===== src/rtl/op_dispatch.sv =====
// Command dispatcher: buffers CPU float ops, issues them in order to the add/mul/sine
// units, and keeps an in-flight opcode FIFO so results retire in issue order.
module op_dispatch #(
  parameter int CMD_DEPTH = 8,
  parameter int TAG_DEPTH = 8
) (
  input  logic                         clk,
  input  logic                         n_rst,
  input  logic                         cpu_push,
  input  logic [2:0]                   cpu_opcode,
  input  logic [31:0]                  cpu_op_a,
  input  logic [31:0]                  cpu_op_b,
  output logic                         cmd_full,
  output logic [$clog2(CMD_DEPTH):0]   cmd_count,
  output logic                         cmd_error,
  input  logic                         add_busy,
  input  logic                         mul_busy,
  input  logic                         sine_busy,
  input  logic                         out_fifo_hold,
  output logic                         add_start,
  output logic                         mul_start,
  output logic                         sine_start,
  output logic                         add_sub,
  output logic                         sine_cos,
  output logic [31:0]                  op_a,
  output logic [31:0]                  op_b,
  output logic [2:0]                   fifo_out,
  input  logic                         op_fifo_pop
);

  // state | meaning
  // IDLE  | waiting for a command whose unit, tag slot and collector are all free
  // ISSUE | start pulse high for the selected unit
  // GAP   | dead cycle so the unit's busy can rise before the next decision
  localparam int CW = $clog2(CMD_DEPTH);
  localparam int TW = $clog2(TAG_DEPTH);
  localparam logic [CW:0] CMD_MAX = (CW+1)'(CMD_DEPTH);
  localparam logic [TW:0] TAG_MAX = (TW+1)'(TAG_DEPTH);
  localparam logic [1:0] IDLE  = 2'd0;
  localparam logic [1:0] ISSUE = 2'd1;
  localparam logic [1:0] GAP   = 2'd2;

  logic [2:0]  cmd_opc [CMD_DEPTH];
  logic [31:0] cmd_a   [CMD_DEPTH];
  logic [31:0] cmd_b   [CMD_DEPTH];
  logic [CW-1:0] cmd_wr, cmd_rd;
  logic [CW:0]   cmd_cnt;

  logic [2:0]    tag_mem [TAG_DEPTH];
  logic [TW-1:0] tag_wr, tag_rd;
  logic [TW:0]   tag_cnt;

  logic [1:0] state;
  logic       legal, push_ok, target_busy, tag_pop, tag_room, go;
  logic [2:0] head_opc;

  assign cmd_count = cmd_cnt;
  assign cmd_full  = (cmd_cnt == CMD_MAX);
  assign legal     = (cpu_opcode >= 3'd1) && (cpu_opcode <= 3'd5);
  assign push_ok   = cpu_push && legal && !cmd_full;
  assign head_opc  = cmd_opc[cmd_rd];

  always_comb begin
    target_busy = sine_busy;
    case (head_opc)
      3'd1, 3'd2: target_busy = add_busy;
      3'd3:       target_busy = mul_busy;
      default:    target_busy = sine_busy;
    endcase
  end

  // A same-cycle retire frees a tag slot for this issue.
  assign tag_pop  = op_fifo_pop && (tag_cnt != '0);
  assign tag_room = (tag_cnt != TAG_MAX) || tag_pop;
  assign go = (state == IDLE) && (cmd_cnt != '0) && !target_busy && tag_room && !out_fifo_hold;

  always_ff @(posedge clk) begin
    if (push_ok) begin
      cmd_opc[cmd_wr] <= cpu_opcode;
      cmd_a[cmd_wr]   <= cpu_op_a;
      cmd_b[cmd_wr]   <= cpu_op_b;
    end
    if (go) tag_mem[tag_wr] <= head_opc;
  end

  always_ff @(posedge clk or negedge n_rst) begin
    if (!n_rst) begin
      cmd_wr    <= '0;
      cmd_rd    <= '0;
      cmd_cnt   <= '0;
      cmd_error <= 1'b0;
    end else begin
      cmd_error <= cpu_push && !push_ok;
      if (push_ok) cmd_wr <= cmd_wr + 1'b1;
      if (go)      cmd_rd <= cmd_rd + 1'b1;
      case ({push_ok, go})
        2'b10:   cmd_cnt <= cmd_cnt + 1'b1;
        2'b01:   cmd_cnt <= cmd_cnt - 1'b1;
        default: cmd_cnt <= cmd_cnt;
      endcase
    end
  end

  always_ff @(posedge clk or negedge n_rst) begin
    if (!n_rst) begin
      state      <= IDLE;
      add_start  <= 1'b0;
      mul_start  <= 1'b0;
      sine_start <= 1'b0;
      add_sub    <= 1'b0;
      sine_cos   <= 1'b0;
      op_a       <= '0;
      op_b       <= '0;
    end else begin
      add_start  <= go && ((head_opc == 3'd1) || (head_opc == 3'd2));
      mul_start  <= go && (head_opc == 3'd3);
      sine_start <= go && ((head_opc == 3'd4) || (head_opc == 3'd5));
      if (go) begin
        add_sub  <= (head_opc == 3'd2);
        sine_cos <= (head_opc == 3'd5);
        op_a     <= cmd_a[cmd_rd];
        op_b     <= cmd_b[cmd_rd];
      end
      case (state)
        IDLE:    state <= go ? ISSUE : IDLE;
        ISSUE:   state <= GAP;
        GAP:     state <= IDLE;
        default: state <= IDLE;
      endcase
    end
  end

  // fifo_out is the registered view of the head, so it trails each push/pop by one edge.
  always_ff @(posedge clk or negedge n_rst) begin
    if (!n_rst) begin
      tag_wr   <= '0;
      tag_rd   <= '0;
      tag_cnt  <= '0;
      fifo_out <= 3'd0;
    end else begin
      fifo_out <= (tag_cnt != '0) ? tag_mem[tag_rd] : 3'd0;
      if (go)      tag_wr <= tag_wr + 1'b1;
      if (tag_pop) tag_rd <= tag_rd + 1'b1;
      case ({go, tag_pop})
        2'b10:   tag_cnt <= tag_cnt + 1'b1;
        2'b01:   tag_cnt <= tag_cnt - 1'b1;
        default: tag_cnt <= tag_cnt;
      endcase
    end
  end

endmodule


===== config.mk =====
export PLATFORM = sky130hd
export DESIGN_NAME = op_dispatch
export DESIGN_NICKNAME = d
export VERILOG_FILES = /design/src/rtl/op_dispatch.sv
export SDC_FILE = /design/constraint.sdc
export NUM_CORES = 1
export LEC_CHECK = 0
export ABC_AREA = 1
export CORE_MARGIN = 2
export CORE_UTILIZATION = 53
export CTS_CLUSTER_SIZE = 20
export DETAILED_ROUTE_END_ITERATION = 8
export HOLD_SLACK_MARGIN = 0.08
export PLACE_DENSITY = 0.72
export SLEW_MARGIN = 0
export SYNTH_ARGS = -nofsm -noshare
export SYNTH_HDL_FRONTEND = slang
export SYNTH_SLANG_ARGS = --single-unit

===== constraint.sdc =====
create_clock -name clk -period 6.8 [get_ports clk]
set_clock_uncertainty 0.05 [all_clocks]
set_input_delay 1.02 -clock clk [delete_from_list [all_inputs] [get_ports clk]]
set_output_delay 1.02 -clock clk [all_outputs]
set_load 0.02 [all_outputs]

==> metrics.md, run 1 <==
| Metric | Value |
|---|---|
| ANT nets after route | `0` |
| Max-Cap Viols | `0` |
| Die H | `225 um` |
| RSZ-0062 raised after global routing | `false` |
| Critical Path Max Stage Delay | `1.09 ns` |
| Share of cells above drive strength 1 | `5.90%` |
| Crit path max fanout | `92` |
| DRC Markers | `0` |
| Pins Over Slew Limit | `0` |
| GRT overflow | `0` |
| Routability cong. | `0.791` |
| Min Clock Period, post-route | `5.34 ns` |
| Synth Cell Area | `0.0259 mm2` |
| Cell Int Power | `around 8.4 mW` |
| Commonest cells in the netlist | `560 x edfxtp_1, 466 x nand2_1, 211 x o21ai_0, 174 x nor2_1, 95 x dfrtp_1` |
| Cell accounting for the most synthesized area | `edfxtp_1` |
| Sequential power share | `41.1%` |
| CP cell instances | `inv_6 > nand2_1 > nand3_1 > nand2_1 > nand2_1 > nand2_1 > nand2_2 > nor2_1 > nand2_4 > nand3_4 > buf_4 > ha_1 > inv_1 > nand3_1 > xor2_1` |
| Most used cell, CP | `nand2_1` |
| PwrDens | `438 mW/mm2` |
| Via count | `16.6k` |
| Slowest CP cell | `dfrtp_4` |
| Number of global-route vias before repair | `16.5k` |
| Global Route met2 Usage | `between 30% and 40%` |
| Synth Warn # | `0` |
| CTS tree | `yes` |
| Cell count after synthesis | `2036` |
| CP Launch Point | `cmd_rd[0]` |
| Area share of the leading cell type in the synthesized netlist | `between 60% and 70%` |
| H-tree depth | `3` |
| GRT met1 Usage | `30.6%` |
| Top-count cell post-synth | `edfxtp_1` |
| Placed cell count | `2687` |
| Post-synth EDFFs | `560` |
| Root Driver | `clkbuf_16` |
| GRT Overall Usage | `about 23%` |
| CTS Sinks | `655` |
| Crit path buffers/inverters | `3` |
| Fmax | `187 MHz` |
| NumNets Final | `2225` |
| Hold crit path type | `input pin to async pin` |
| Worst Tran Pin Value | `1.23 ns` |
| Gates resized, CTS repair | `0` |
| Top area cells in the synthesized netlist | `edfxtp_1 65%, dfrtp_1 9.2%, nand2_1 6.8%` |
| Die Width | `225 um` |
| CP Data Arrival Time | `5.76 ns` |
| Post-DR wirelength/cell | `20.5 um` |
| Most Used Layer, Global Route | `met2` |
| Layout area overhead | `15.3%` |
| Worst setup EP type | `register` |
| Full die area | `0.0506 mm2` |
| Clock Power Share | `26.1%` |
| Drt initial violations | `between 1.5k and 2k` |
| Initial antenna violation count | `7` |
| CP required | `slightly above 7 ns` |
| Sequential-to-total area share from yosys stat | `74.2%` |
| TritonRoute pass-1 iters | `5` |
| Netlist cell types | `31` |
| I/O pin count | `153` |
| Mean Syn Cell Area | `12.7 um2` |
| Crit path max-delay family | `simple AND/OR/NAND/NOR gates` |
| Number of buffers created by CTS | `66` |
| Core Box Area | `~0.048 mm2` |
| Clock-pin slew on the worst setup and hold paths | `0.06 ns` |
| Critical path class | `register to register` |
| Net Switching | `4.63 mW` |
| Final setup vio count | `0` |
| Final WL | `57600 um` |
| Largest net degree at the start of global routing | `182` |
| Asr flop ratio synth | `14.5%` |
| Rows | `80` |
| Initial Util | `53.9%` |
| Worst vdd ir | `0.359 mV` |
| Syn nets | `2121` |
| Hold buffer count at cts | `0` |
| Post-Layout Cell Count | `roughly 2.8k` |
| Status | `complete, no violations` |
| Lkg Pwr | `between 10 and 15 nW` |
| Period utilization | `78.6%` |
| Setup TNS | `0 ns` |
| Clk_lat worst skew | `0.59 ns` |
| Vias/cell | `~5.9` |
| Fill count | `3537` |
| Seq cells post-synth | `~660` |
| Met3 usage | `4.39%` |
| Worst R2R Start | `cmd_rd[0]` |
| First-pass GRT wire length | `90200 um` |
| Predominant post-synthesis flop cell | `edfxtp_1` |
| Switch share | `35.5%` |
| Hpwl dp | `30400 um` |
| Final hold violations | `0` |
| PortBufs | `152` |
| Combinational Power Share | `32.8%` |
| Clock tree buffer depth | `3` |
| Slew margin rel. | `18.1%` |
| Startpoint types | `register` |
| Post-CTS Setup Inserts | `0` |
worst reg2reg max path, stage by stage, from the launching register on:
cell and delay [ns]:
dfrtp_4 1.09, inv_6 0.43, nand2_1 0.19, nand3_1 0.12
nand2_1 0.12, nand2_1 0.05, nand2_1 0.28, nand2_2 0.10
nor2_1 0.23, nand2_4 0.57, nand3_4 0.72, buf_4 0.52
ha_1 0.40, inv_1 0.11, nand3_1 0.10, xor2_1 0.15
metrics by stage:
step	instance area (um2)	total power, mW	utilization [%]	hold WS [ns]	setup WS (ns)
after floorplan	25900	8.28	-	0.351	1.59
after global placement	27800	9.53	57.9	0.361	1.72
after detailed placement	27800	9.70	57.9	0.373	1.48
after CTS	29800	13.1	62.2	0.304	1.45
after global routing	29800	13.8	62.2	0.334	0.994
final	29800	13.0	62.2	0.315	1.46
power groups by stage:
stage,clock network (mW),logic (mW),registers (mW)
final,3.41,4.28,5.36
after global routing,3.60,4.75,5.42
after CTS,3.45,4.29,5.36
after detailed placement,0,4.27,5.44
after global placement,0,4.11,5.42
after floorplan,0,2.70,5.57
state kept, by name (all words and copies together), names as in the netlist:
signal / flops
cmd_a: 256
cmd_b: 256
op_a: 32
op_b: 32
cmd_opc: 24
tag_mem: 24
cmd_count: 4
tag_cnt: 4
cmd_rd: 3
cmd_wr: 3
fifo_out: 3
tag_rd: 3
tag_wr: 3
state: 2
add_start: 1
add_sub: 1
cmd_error: 1
mul_start: 1
sine_cos: 1
sine_start: 1
logic make-up after synthesis:
family,Yosys count,share of synthesized area [%]
AOI/OAI and AO/OA,418,9.72
adders and majority gates,10,0.484
DFF,655,74.2
and+or+nand+nor,751,11.9
xor gates and xnor gates,14,0.474
buffers and inverters,188,3.21
cell type report:
class                   count  area (um2)  area share [%]
flip-flops and latches    655       19200            64.4
multi-input cells        1193        5920            19.9
clock buffers              92        1880            6.29
repair buffers            173        1690            5.67
well taps                 615         769            2.58
inverters                  51         204           0.684
clock inverters            23         141           0.474
diodes                      4        10.0          0.0336
placed cells by master (no fill, tap or decap), types with 19 or more instances in the layout:
| cell type | n |
|---|---|
| a21oi_1 | 69 |
| a32o_1 | 65 |
| buf_4 | 21 |
| clkbuf_1 | 19 |
| clkbuf_16 | 71 |
| clkdlybuf4s50_1 | 151 |
| dfrtp_1 | 93 |
| edfxtp_1 | 560 |
| inv_1 | 48 |
| nand2_1 | 465 |
| nand3_1 | 25 |
| nand4_1 | 76 |
| nor2_1 | 166 |
| o21ai_0 | 211 |
| o22ai_1 | 67 |
worst paths after layout:
path                              endpoint  slack, ns  cells past startpoint
worst min-delay path            sine_start       0.31                      1
min in group clk                  state[1]       0.38                      1
worst max register to register  tag_cnt[3]       1.46                     15
worst max-delay path            tag_cnt[3]       1.46                     15
max in group asynchronous        cmd_rd[0]       5.01                      2
worst min register to register    state[1]       0.38                      1
metal layers:
layer	share of wire, %	vias up
met5	0.068	-
met4	2.8	6
li1	-	7595
met3	7.5	131
met1	41	8152
met2	49	703
No activity file was read; power rests on OpenSTA's default activity.
==> run 2: changes to the inputs <==
--- a/config.mk
+++ b/config.mk
@@ -11,7 +11,7 @@
 export CTS_CLUSTER_SIZE = 20
 export DETAILED_ROUTE_END_ITERATION = 8
 export HOLD_SLACK_MARGIN = 0.08
-export PLACE_DENSITY = 0.72
+export PLACE_DENSITY = 0.75
 export SLEW_MARGIN = 0
 export SYNTH_ARGS = -nofsm -noshare
 export SYNTH_HDL_FRONTEND = slang
==> constraint.sdc (replaced) <==
create_clock -name clk -period 4.4 [get_ports clk]
set_clock_uncertainty 0.05 [all_clocks]
set_input_delay 0.66 -clock clk [delete_from_list [all_inputs] [get_ports clk]]
set_output_delay 0.66 -clock clk [all_outputs]
set_load 0.02 [all_outputs]
==> run 2 against run 1 <==
Global-route usage increased by 0.48 points. Sequential share of layout area decreased by 0.80 points. Total power increased by 58%. Combinational power grew 59%. Worst hold slack improved by 0.060 ns.
==> metrics.md, run 2 (synthesis results as in run 1) <==
| Metric | Value |
|---|---|
| Final core utilization | `63.0%` |
| Largest net degree at the start of global routing | `259` |
| Die H | `between 200 and 250 um` |
| Post-CTS Setup Inserts | `0` |
| Critical path class | `register to register` |
| Core Box Area | `between 0.04 and 0.05 mm2` |
| Cell Int Power | `13.3 mW` |
| Post-Layout Cell Count | `2823` |
| Startpoint types | `register` |
| CTS Sinks | `655` |
| Fmax | `271 MHz` |
| Post-DR wirelength/cell | `20.7 um` |
| Number of global-route vias before repair | `approximately 17k` |
| TritonRoute pass-1 iters | `5` |
| PortBufs | `152` |
| Root Driver | `clkbuf_16` |
| Clk_lat worst skew | `0.61 ns` |
| Number of buffers created by CTS | `66` |
| Clock Power Share | `27.0%` |
| Sequential power share | `39.9%` |
| Combinational Power Share | `33.0%` |
| DRC Markers | `0` |
| Gates resized, CTS repair | `0` |
| Worst vdd ir | `0.550 mV` |
| GRT Overall Usage | `a little under a quarter` |
| Final setup margin | `~0.71 ns` |
| Clock-pin slew on the worst setup and hold paths | `0.06 ns` |
| Hold buffer count at cts | `1` |
| Worst R2R Setup Slack | `0.71 ns` |
| Switch share | `35.4%` |
| Clock tree buffer depth | `3` |
| Crit path max fanout | `95` |
| Area after DPL | `approximately 0.028 mm2` |
| First-pass GRT wire length | `91600 um` |
| Fill count | `approximately 3.5k` |
| ANT nets after route | `0` |
| Placement Setup Slack | `0.786 ns` |
| GRT overflow | `0` |
| Commonest non-fill, non-tap cell in the layout | `edfxtp_1` |
| Routability cong. | `0.828` |
| CP Data Arrival Time | `4.10 ns` |
| Min Clock Period, post-route | `3.69 ns` |
| FF+latch area | `0.0192 mm2` |
| Period utilization | `between 80% and 90%` |
| Initial Util | `53.9%` |
| Multi-input gate area | `0.00592 mm2` |
| Layout area overhead | `16.8%` |
| Final hold slack | `0.375 ns` |
| I/O pin count | `153` |
| Drt initial violations | `between 1.5k and 2k` |
| Share of cells above drive strength 1 | `7.07%` |
| Final Cell Area | `0.0302 mm2` |
| PwrDens | `slightly below 700 mW/mm2` |
| Slew margin rel. | `2.59%` |
| Hpwl dp | `31900 um` |
| Via count | `16.7k` |
| Worst setup EP type | `register` |
| Net Switching | `between 7 and 8 mW` |
| Final WL | `a little under 60000 um` |
| CP required | `4.81 ns` |
| Initial antenna violation count | `6` |
| NumNets Final | `around 2.2k` |
| Status | `complete, no violations` |
| Die Width | `roughly 220 um` |
| CTS tree | `yes` |
| Placed cell count | `roughly 2.7k` |
| Rows | `80` |
| Max-Cap Viols | `0` |
| Full die area | `slightly above 0.05 mm2` |
| RSZ-0062 raised after global routing | `false` |
| Worst Tran Pin Value | `1.46 ns` |
| Final setup vio count | `0` |
| Final hold violations | `0` |
| Commonest non-fill, non-tap cells in the layout | `560 x edfxtp_1, 465 x nand2_1, 211 x o21ai_0, 166 x nor2_1, 151 x clkdlybuf4s50_1` |
| Largest regs | `cmd_a x256, cmd_b x256` |
| Hold crit path type | `register to register` |
| Pins Over Slew Limit | `0` |
| Lkg Pwr | `10.9 nW` |
| H-tree depth | `3` |
| Vias/cell | `just under 6` |
-- run 2: cell types whose count changed in the layout (fill, tap and decap cells not counted), moves of 2 or more --
cell	previous run	this run
clkbuf_8	2	6
clkinv_1	10	8
inv_8	0	2
bufinv_16	1	4
clkinv_8	0	2
clkinv_2	8	14
buf_12	1	11
clkbuf_1	19	11
clkbuf_16	71	69
-- run 2: final timing paths --
kind,start,end,depth (start not counted)
worst max-delay path,cmd_rd[0],cmd_count[2],17
worst min-delay path,state[1],state[1],1
worst max register to register,cmd_rd[0],cmd_count[2],17
worst min register to register,state[1],state[1],1
max in group asynchronous,n_rst,op_b[24],3
min in group asynchronous,n_rst,op_a[18],2
-- run 2: worst max-delay path: stages (launching register included) --
cell     delay (ns)
dfrtp_4        0.58
inv_8          0.42
nand2_1        0.12
nand3_1        0.13
nand2_1        0.07
nand2_1        0.06
nand2_1        0.22
nand2_1        0.23
nand3_4        0.31
nand3_4        0.21
inv_1          0.07
ha_1           0.22
xor2_1         0.19
ha_1           0.18
a21oi_1        0.05
a21oi_1        0.17
o21ai_0        0.13
o21a_1         0.12
-- run 2: final cells by class --
type	instances	area share (%)
clock buffers	86	6.13
repair buffers	185	6.32
flip-flops and latches	655	63.6
inverters	51	0.684
diodes	3	0.0249
multi-input cells	1193	19.6
clock inverters	35	1.08
well taps	615	2.55
-- run 2: layer usage --
| metal | track usage, % | routed length, um | up-vias |
|---|---|---|---|
| met4 | 8.14 | 1140 | 6 |
| met5 | 0 | 41 | - |
| met1 | 31.8 | 23700 | 8296 |
| li1 | - | - | 7625 |
| met2 | 38.4 | 28900 | 693 |
| met3 | 4.30 | 4620 | 84 |
-- run 2: power by group through the flow --
stage	Clock, mW	Sequential, mW	Combinational, mW
2_1_floorplan	0	8.60	4.18
3_3_place_gp	0	8.29	6.52
3_5_place_dp	0	8.32	6.73
4_1_cts	5.64	8.21	6.79
5_1_grt	5.87	8.30	7.48
6_report	5.56	8.21	6.79
-- run 2: stage by stage --
| stage | total power, mW | setup TNS (ns) |
|---|---|---|
| after floorplan | 12.8 | -121.91 |
| after global placement | 14.8 | 0 |
| after detailed placement | 15.1 | 0 |
| after CTS | 20.6 | 0 |
| after global routing | 21.7 | 0 |
| final | 20.6 | 0 |
